--- src/rtl/ntt_twiddle_seq.sv ---
// ntt_twiddle_seq: walks the NTT twiddle ROM in Kyber order and streams each twiddle once per butterfly
module ntt_twiddle_seq #(
    parameter int DATA_WIDTH = 12
) (
    input  logic                  clk,
    input  logic                  rst,
    input  logic                  start,
    input  logic                  mode,
    output logic [6:0]            rom_addr,
    output logic                  rom_wr_ena,
    input  logic [DATA_WIDTH-1:0] rom_data,
    output logic [DATA_WIDTH-1:0] tw_data,
    output logic                  tw_valid,
    input  logic                  tw_ready,
    output logic [2:0]            tw_stage,
    output logic                  tw_last,
    output logic                  busy,
    output logic                  done
);
    typedef enum logic [2:0] {IDLE, FETCH, LATCH, EMIT, DONE} state_t;
    state_t state, state_n;
    logic       mode_r;
    logic [6:0] k, rep, k_n;
    logic [7:0] len;
    logic [2:0] stage;
    logic       hs, exhausted, last, stage_up;
    assign hs        = (state == EMIT) && tw_ready;
    assign exhausted = {1'b0, rep} == len - 8'd1;
    assign last      = exhausted && (k == (mode_r ? 7'd1 : 7'd127));
    assign k_n       = mode_r ? k - 7'd1 : k + 7'd1;
    // forward stages begin at powers of two, inverse stages at 2^n - 1
    assign stage_up  = mode_r ? ((k_n & (k_n + 7'd1)) == 7'd0) : ((k_n & (k_n - 7'd1)) == 7'd0);
    assign rom_wr_ena = 1'b0;
    assign tw_valid   = state == EMIT;
    assign tw_stage   = stage;
    assign tw_last    = (state == EMIT) && last;
    assign busy       = state != IDLE;
    assign done       = state == DONE;
    // next-state: one fetch/latch pair per twiddle, then hold it until exhausted
    always_comb begin
        state_n = state;
        case (state)
            IDLE:    state_n = start ? FETCH : IDLE;
            FETCH:   state_n = LATCH;
            LATCH:   state_n = EMIT;
            EMIT:    state_n = (hs && exhausted) ? (last ? DONE : FETCH) : EMIT;
            DONE:    state_n = IDLE;
            default: state_n = IDLE;
        endcase
    end
    // state, walk counters, ROM address and captured twiddle
    always_ff @(posedge clk) begin
        if (rst) begin
            state    <= IDLE;
            mode_r   <= 1'b0;
            k        <= 7'd0;
            rep      <= 7'd0;
            len      <= 8'd0;
            stage    <= 3'd0;
            rom_addr <= 7'd0;
            tw_data  <= '0;
        end else begin
            state <= state_n;
            if (state == IDLE && start) begin
                mode_r   <= mode;
                k        <= mode ? 7'd127 : 7'd1;
                rom_addr <= mode ? 7'd127 : 7'd1;
                len      <= mode ? 8'd2 : 8'd128;
                stage    <= 3'd0;
                rep      <= 7'd0;
            end
            if (state == LATCH) tw_data <= rom_data;
            if (hs) begin
                rep <= exhausted ? 7'd0 : rep + 7'd1;
                if (exhausted && !last) begin
                    k        <= k_n;
                    rom_addr <= k_n;
                    if (stage_up) begin
                        stage <= stage + 3'd1;
                        len   <= mode_r ? len << 1 : len >> 1;
                    end
                end
            end
        end
    end
endmodule

--- config.mk ---
export PLATFORM = sky130hd
export DESIGN_NAME = ntt_twiddle_seq
export DESIGN_NICKNAME = d
export VERILOG_FILES = /design/src/rtl/ntt_twiddle_seq.sv
export SDC_FILE = /design/constraint.sdc
export NUM_CORES = 1
export LEC_CHECK = 0
export CORE_MARGIN = 10
export CORE_UTILIZATION = 45
export CTS_CLUSTER_SIZE = 24
export DETAILED_ROUTE_END_ITERATION = 10
export DONT_BUFFER_PORTS = 1
export MAX_ROUTING_LAYER = met4
export SLEW_MARGIN = 10
export SYNTH_ARGS = -nofsm -noshare
export SYNTH_HDL_FRONTEND = slang
export SYNTH_SLANG_ARGS = --single-unit
--- constraint.sdc ---
create_clock -name clk -period 3 [get_ports clk]
set_clock_uncertainty 0.2 [all_clocks]
set_input_delay 0.6 -clock clk [delete_from_list [all_inputs] [get_ports clk]]
set_output_delay 0.6 -clock clk [all_outputs]
set_load 0.005 [all_outputs]
======== Word-level counts from Yosys, hierarchy flattened ========
Index checks and enable logic that the tools add are counted.
cells by class
  multiplexer cells ....................... 27
  add/subtract/negate cells ............... 7
  order comparisons ....................... 0
  divide/modulo/power cells ............... 0
  multipliers ............................. 0
  equality and inequality tests ........... 6
  reductions and logical operators ........ 12
  bitwise logic cells ..................... 2
  shifts and indexed selects .............. 0
operators with widths
  kind                 count
  $mux 7               12
  $mux 8               6
  $add 7x1->7 const B  3
  $mux 3               6
  $and 7x7->7          2
  $logic_not 7->1      2
  $sub 7x1->7 const B  2
  $pmux 3 s4           1
  $eq 7x8->1           1
  $sub 8x1->8 const B  1
  $eq 7x7->1           1
  $eq 3x2->1 const B   2
  $logic_and 1x1->1    6
  $add 3x1->3 const B  1
  $eq 3x1->1 const B   1
  $eq 3x3->1 const B   1
  $logic_not 3->1      1
  $reduce_bool 3->1    1
  $mux 1               2
  $reduce_bool 2->1    1
  $logic_not 1->1      1
storage, ports and cells
  bits in read-only memories .............. 0
  word-level logic and storage cells ...... 62
  register bits after elaboration ......... 48
  latch bits .............................. 0
  memory bits (writable) .................. 0
  memories ................................ 0
  input port bits ......................... 17

======== Depth between registers and ports, before layout ========
  depth after elaboration ................. 9
  depth in mapped cells ................... 13

======== Worst setup path before layout ========
Ideal clock, no wire load.
  path kind ............................... register to register
  start ................................... register mode_r
  end ..................................... register len[7]
  arrival time ............................ 2.926 ns
  setup time .............................. 0.063 ns
  path slack .............................. -0.189 ns
  stages on the path, launching flop included .. 12
  period minus slack after synthesis ...... 3.189 ns
  required time ........................... 2.737 ns
  cell sequence ........................... dfxtp_1 > inv_1 > fa_1 > nand2b_1 > a211oi_1 > nor4_1 > a311oi_1 > nor3_1 > o311ai_1 > buf_2 > mux2_4 > nor2_2
on the way
  longest elaborated chain between the ends .. 8
  elaborated cells on any way between the ends .. 17
  those cells by class .................... 2 x add/sub; 1 x eq/ne; 7 x mux; 2 x bitwise; 5 x reduce/logical
ends and longest elaborated chain
  item                                               line  RTL
  start: declaration                                 22    logic mode_r;
  start signal: assignment                           65    mode_r <= mode;
  $mux 7                                             30    assign k_n = mode_r ? k - 7'd1 : k + 7'd1;
  $sub 7x1->7 / $add 7x1->7 (equally long branches)  32    assign stage_up = mode_r ? ((k_n & (k_n + 7'd1)) == 7'd0) : ((k_n & (k_n - 7'd1)) == 7'd0);
  $and 7x7->7                                        32
  $logic_not 7->1                                    32
  $mux 1                                             32
  $mux 8                                             78    if (stage_up) begin
  $mux 8 *                                           75    if (exhausted && !last) begin
  $mux 8 *                                           73    if (hs) begin
  end signal: assignment                             68    len <= mode ? 8'd2 : 8'd128;
  end signal: assignment                             80    len <= mode_r ? len << 1 : len >> 1;
  end: declaration                                   24    logic [7:0] len;
Mark *: on every way between the ends. The rest lies on a longest branch, timed or not.
A chain may end at the register's enable or synchronous reset.

======== Worst setup path in the final report ========
  start ................................... register mode_r
  end ..................................... register stage[0], in the netlist tw_stage[0]
on the way
  longest elaborated chain between the ends .. 8
  elaborated cells on any way between the ends .. 16
  those cells by class .................... 2 x add/sub; 1 x eq/ne; 6 x mux; 2 x bitwise; 5 x reduce/logical
ends and longest elaborated chain
  item                                               line  RTL
  $mux 7                                             30
  $sub 7x1->7 / $add 7x1->7 (equally long branches)  32
  $and 7x7->7                                        32
  $logic_not 7->1                                    32
  $mux 1                                             32
  $mux 3                                             78
  $mux 3 *                                           75
  $mux 3 *                                           73
  end signal: assignment                             79    stage <= stage + 3'd1;
  end: declaration                                   25    logic [2:0] stage;
Marked as above.

==> impl_summary.log <==
INFO  metric result_of_the_run = complete, but fails checks
INFO  metric violations_in_the_final_reports = setup timing
INFO  metric classification_of_the_worst_slack_hold_path = in -> reg
INFO  metric crit_type = reg -> reg
INFO  metric share_of_flip_flops_with_an_asynchronous_set_or_reset = 0%
INFO  metric total_power = between 1.5 and 2 mW
INFO  metric critPathArrivalTime = 3.16 ns
INFO  metric rrSetupSlack = -0.11 ns
INFO  metric timing.final.setup_violations = 5
INFO  metric detail_route.iter0.violations = 133
INFO  metric final_period_minus_worst_setup_slack = between 3 and 4 ns
INFO  metric gpl.final_weighted_congestion = ~0.94
INFO  metric r2r_cells = 14
INFO  metric post-route-drc-count = 0
INFO  metric power_density = between 400 and 500 nW/µm²
INFO  metric tritoncts = yes
INFO  metric placed_cells_incl_taps = around 440
INFO  metric synth.top_cell.area_share = 34.9%
INFO  metric num_ports = between 40 and 50
INFO  metric ctsLongestPathBuffers = 2
INFO  metric grt_antenna_before_repair = 0
INFO  metric cts-hold-fix-buffers = 0
INFO  metric htree_levels = 2
INFO  metric setup_slack = -0.111 ns
INFO  metric vdd_drop_max = around 300 µV
INFO  metric postSynthRegisterBits = 48
INFO  metric clk_transition_reported_paths = 0.10 ns
INFO  metric hold-path-cell-count = 1
INFO  metric synth_common_cells = 48 x sky130_fd_sc_hd__dfxtp_1, 47 x sky130_fd_sc_hd__nand2_1, 41 x sky130_fd_sc_hd__a21oi_1
INFO  metric fp.dieArea = 9640 µm²
INFO  metric die_height = about 98 µm
INFO  metric largest_net_degree_at_the_start_of_global_routing = 46
INFO  metric critPathMaxFanout = 6
INFO  metric multi_input_area = 2000 µm²
INFO  metric area.sequential = 971 µm²
INFO  metric total_leakage_power = ~1.3 nW
INFO  metric route.detailed.wl_per_inst = 17.0 µm
INFO  metric die_x = approximately 100 µm
INFO  metric detail-route-antenna-nets = 0
INFO  metric rows = 28
INFO  metric timing.critical_path.required = 3.04 ns
INFO  metric synth_seq_area_share = 34.9%
INFO  metric hp-start = rst
INFO  metric most_area_hungry_cell_type_in_the_yosys_netlist = sky130_fd_sc_hd__dfxtp_1
INFO  metric syn-mean-instance-area = 8.02 µm²
INFO  metric drv_slew = 0
INFO  metric antenna-diode-count = 0
INFO  metric detailedRoute.firstPassIterationCount = 4
INFO  metric synthMostInstantiatedCell = sky130_fd_sc_hd__dfxtp_1
INFO  metric vias_in_the_first_global_route = between 2000 and 3000
INFO  metric setup.worst_path.start = mode_r
INFO  metric synth_fp_nets = around 370
INFO  metric fmax = ~320 MHz
INFO  metric number_of_clock_sinks_seen_by_cts = 48
INFO  metric nNetsFinal = 414
INFO  metric synth_enable_flop_cells = 0
INFO  metric synth.cell_area = ~2800 µm²
INFO  metric cts_buffers = 5
INFO  metric r2r_end = tw_stage[0]
INFO  metric area_growth_syn_to_layout = 33.3%
INFO  metric yosys_warnings = 0
INFO  metric vias = 2652
INFO  metric synth.area.top_cells = sky130_fd_sc_hd__dfxtp_1 35%, sky130_fd_sc_hd__a21oi_1 7.5%, sky130_fd_sc_hd__nand2_1 6.4%, sky130_fd_sc_hd__ha_1 5.0%, sky130_fd_sc_hd__nor2_1 3.0%
INFO  metric detailed_place_hpwl = 5180 µm
INFO  metric global_route.usage.total = 15.2%
INFO  metric first_pass_grt_wire_length = 12300 µm
INFO  metric report.final.hold_viol_count = 0
INFO  metric root_buffer = sky130_fd_sc_hd__clkbuf_8
INFO  metric synth.distinct_cells = 56
INFO  metric cp-start-kind = register
INFO  metric rsz_0062_raised_after_global_routing = yes
INFO  metric initial_core_util = 46.4%
INFO  metric cp_capture_type = register
INFO  metric final_cell_count_no_fill = 461
INFO  metric grt_overflow = 0
INFO  metric main_flop_type_after_synthesis = sky130_fd_sc_hd__dfxtp_1
INFO  metric max_cap_viol = 0
INFO  metric vias_per_cell = 5.75
INFO  metric drt-total-wl = 7850 µm
INFO  metric fillers = 481
INFO  metric synthesis.instances = approximately 340
INFO  metric port-buffer-count = 0
INFO  metric core_utilization_of_the_finished_layout = 61.9%
INFO  metric min_period_over_period = 104%
INFO  metric layout-drive-gt1-share = a little over a third
INFO  metric clk_latency = 0.31 ns
INFO  metric source_of_the_worst_register_to_register_timing_path = mode_r
INFO  metric min_to = len[3]
INFO  metric coreArea = 5920 µm²
-- worst max-delay path, stage by stage (launching register included) --
cell and delay, ns:
sky130_fd_sc_hd__dfxtp_4 0.38, sky130_fd_sc_hd__buf_12 0.12, sky130_fd_sc_hd__ha_4 0.27, sky130_fd_sc_hd__inv_4 0.03, sky130_fd_sc_hd__ha_4 0.15, sky130_fd_sc_hd__nand3b_1 0.17, sky130_fd_sc_hd__or4_4 0.45, sky130_fd_sc_hd__nor3b_4 0.24
sky130_fd_sc_hd__a31oi_2 0.06, sky130_fd_sc_hd__nor2_2 0.17, sky130_fd_sc_hd__o311ai_4 0.16, sky130_fd_sc_hd__buf_6 0.18, sky130_fd_sc_hd__buf_6 0.11, sky130_fd_sc_hd__or2_0 0.21, sky130_fd_sc_hd__a21oi_1 0.13
-- what timing repair did --
item                       CTS  global route
setup endpoints to repair   11            19
gates cloned                 1             0
buffers inserted            10             7
pin swaps                   15            33
resized for setup           31            60
-- per-layer routing --
metal	part of all wire, %	up-vias	routed length (µm)	global-route usage, %
met5	0	-	0	-
met2	45	83	3520	22.2
met4	0.99	0	78	3.97
met1	46	1263	3630	19.6
met3	8.0	9	627	4.86
li1	-	1297	-	-
-- registers in the layout (all words and copies together), names as in the netlist --
| register | count |
|---|---|
| k | 7 |
| len | 8 |
| mode_r | 1 |
| tw_stage | 3 |
| tw_data | 12 |
| state | 3 |
| rep | 7 |
| rom_addr | 7 |
-- per-stage QoR --
step / TNS [ns] / cell area [µm²] / hold WS, ns / setup WS [ns]
2_1_floorplan: 0 / 2760 / 0.237 / 0.00328
3_3_place_gp: -0.0239 / 3050 / 0.251 / -0.0133
3_5_place_dp: -0.222 / 3050 / 0.251 / -0.0856
4_1_cts: 0 / 3370 / 0.139 / 0.000737
5_1_grt: -1.18 / 3670 / 0.124 / -0.181
6_report: -0.321 / 3670 / 0.144 / -0.111
-- cell usage in the layout (no fill, tap or decap), types with 3 or more instances in the layout --
cell	instances
sky130_fd_sc_hd__inv_1	7
sky130_fd_sc_hd__or3b_2	4
sky130_fd_sc_hd__xnor2_1	7
sky130_fd_sc_hd__nor4_1	4
sky130_fd_sc_hd__and2_1	8
sky130_fd_sc_hd__or3_1	3
sky130_fd_sc_hd__mux2i_1	5
sky130_fd_sc_hd__ha_4	5
sky130_fd_sc_hd__nand3_1	8
sky130_fd_sc_hd__buf_4	44
sky130_fd_sc_hd__nand2b_1	5
sky130_fd_sc_hd__o21ai_0	8
sky130_fd_sc_hd__xor2_1	5
sky130_fd_sc_hd__nand3b_1	3
sky130_fd_sc_hd__a221oi_1	6
sky130_fd_sc_hd__a21oi_2	7
sky130_fd_sc_hd__nor2_2	3
sky130_fd_sc_hd__dfxtp_1	42
sky130_fd_sc_hd__ha_1	5
sky130_fd_sc_hd__buf_6	10
sky130_fd_sc_hd__a21oi_1	33
sky130_fd_sc_hd__o31a_1	3
sky130_fd_sc_hd__a21o_1	4
sky130_fd_sc_hd__and3_1	3
sky130_fd_sc_hd__or2_1	4
sky130_fd_sc_hd__nor2_4	5
sky130_fd_sc_hd__nand3_2	5
sky130_fd_sc_hd__dfxtp_2	5
sky130_fd_sc_hd__nor3_2	4
sky130_fd_sc_hd__nor2_1	15
sky130_fd_sc_hd__nand2_1	47
sky130_fd_sc_hd__nor2b_1	3
sky130_fd_sc_hd__clkbuf_8	5
-- worst max-delay path by stage --
stage,depth (start not counted),to,slack [ns]
global route,14,tw_stage[0],-0.18
CTS,14,tw_stage[0],0.0007
detailed placement,11,len[7],-0.09
global placement,11,len[7],-0.01
floorplan,11,len[7],0.003
finish,14,tw_stage[0],-0.11
-- cells by family (layout without fill, tap and decap cells) --
group / count (synthesis) / after routing / share of synthesized area [%]
AO/OA/AOI/OAI: 85 / 85 / 19.7
adder cells (fa/ha/maj): 12 / 12 / 5.73
flip-flops: 48 / 48 / 34.9
AND/OR/NAND/NOR: 147 / 147 / 28.3
buffers and inverters: 31 / 74 / 4.78
XOR/XNOR: 13 / 13 / 4.14
other: 1 / 1 / 0.136
multiplexers: 6 / 6 / 2.37
-- cell type report --
class / instances / share of cell area [%]
multi-input combinational: 264 / 54.5
sequential: 48 / 26.5
timing repair buffer: 55 / 12.6
tap: 75 / 2.56
clock buffer: 5 / 1.88
inverter: 11 / 1.26
clock inverter: 3 / 0.682
-- report_power, final --
| group | internal, mW | switching, mW |
|---|---|---|
| registers | 0.667 | 0.0257 |
| clock network | 0.171 | 0.249 |
| logic | 0.196 | 0.223 |
No activity file was read; power rests on OpenSTA's default activity.
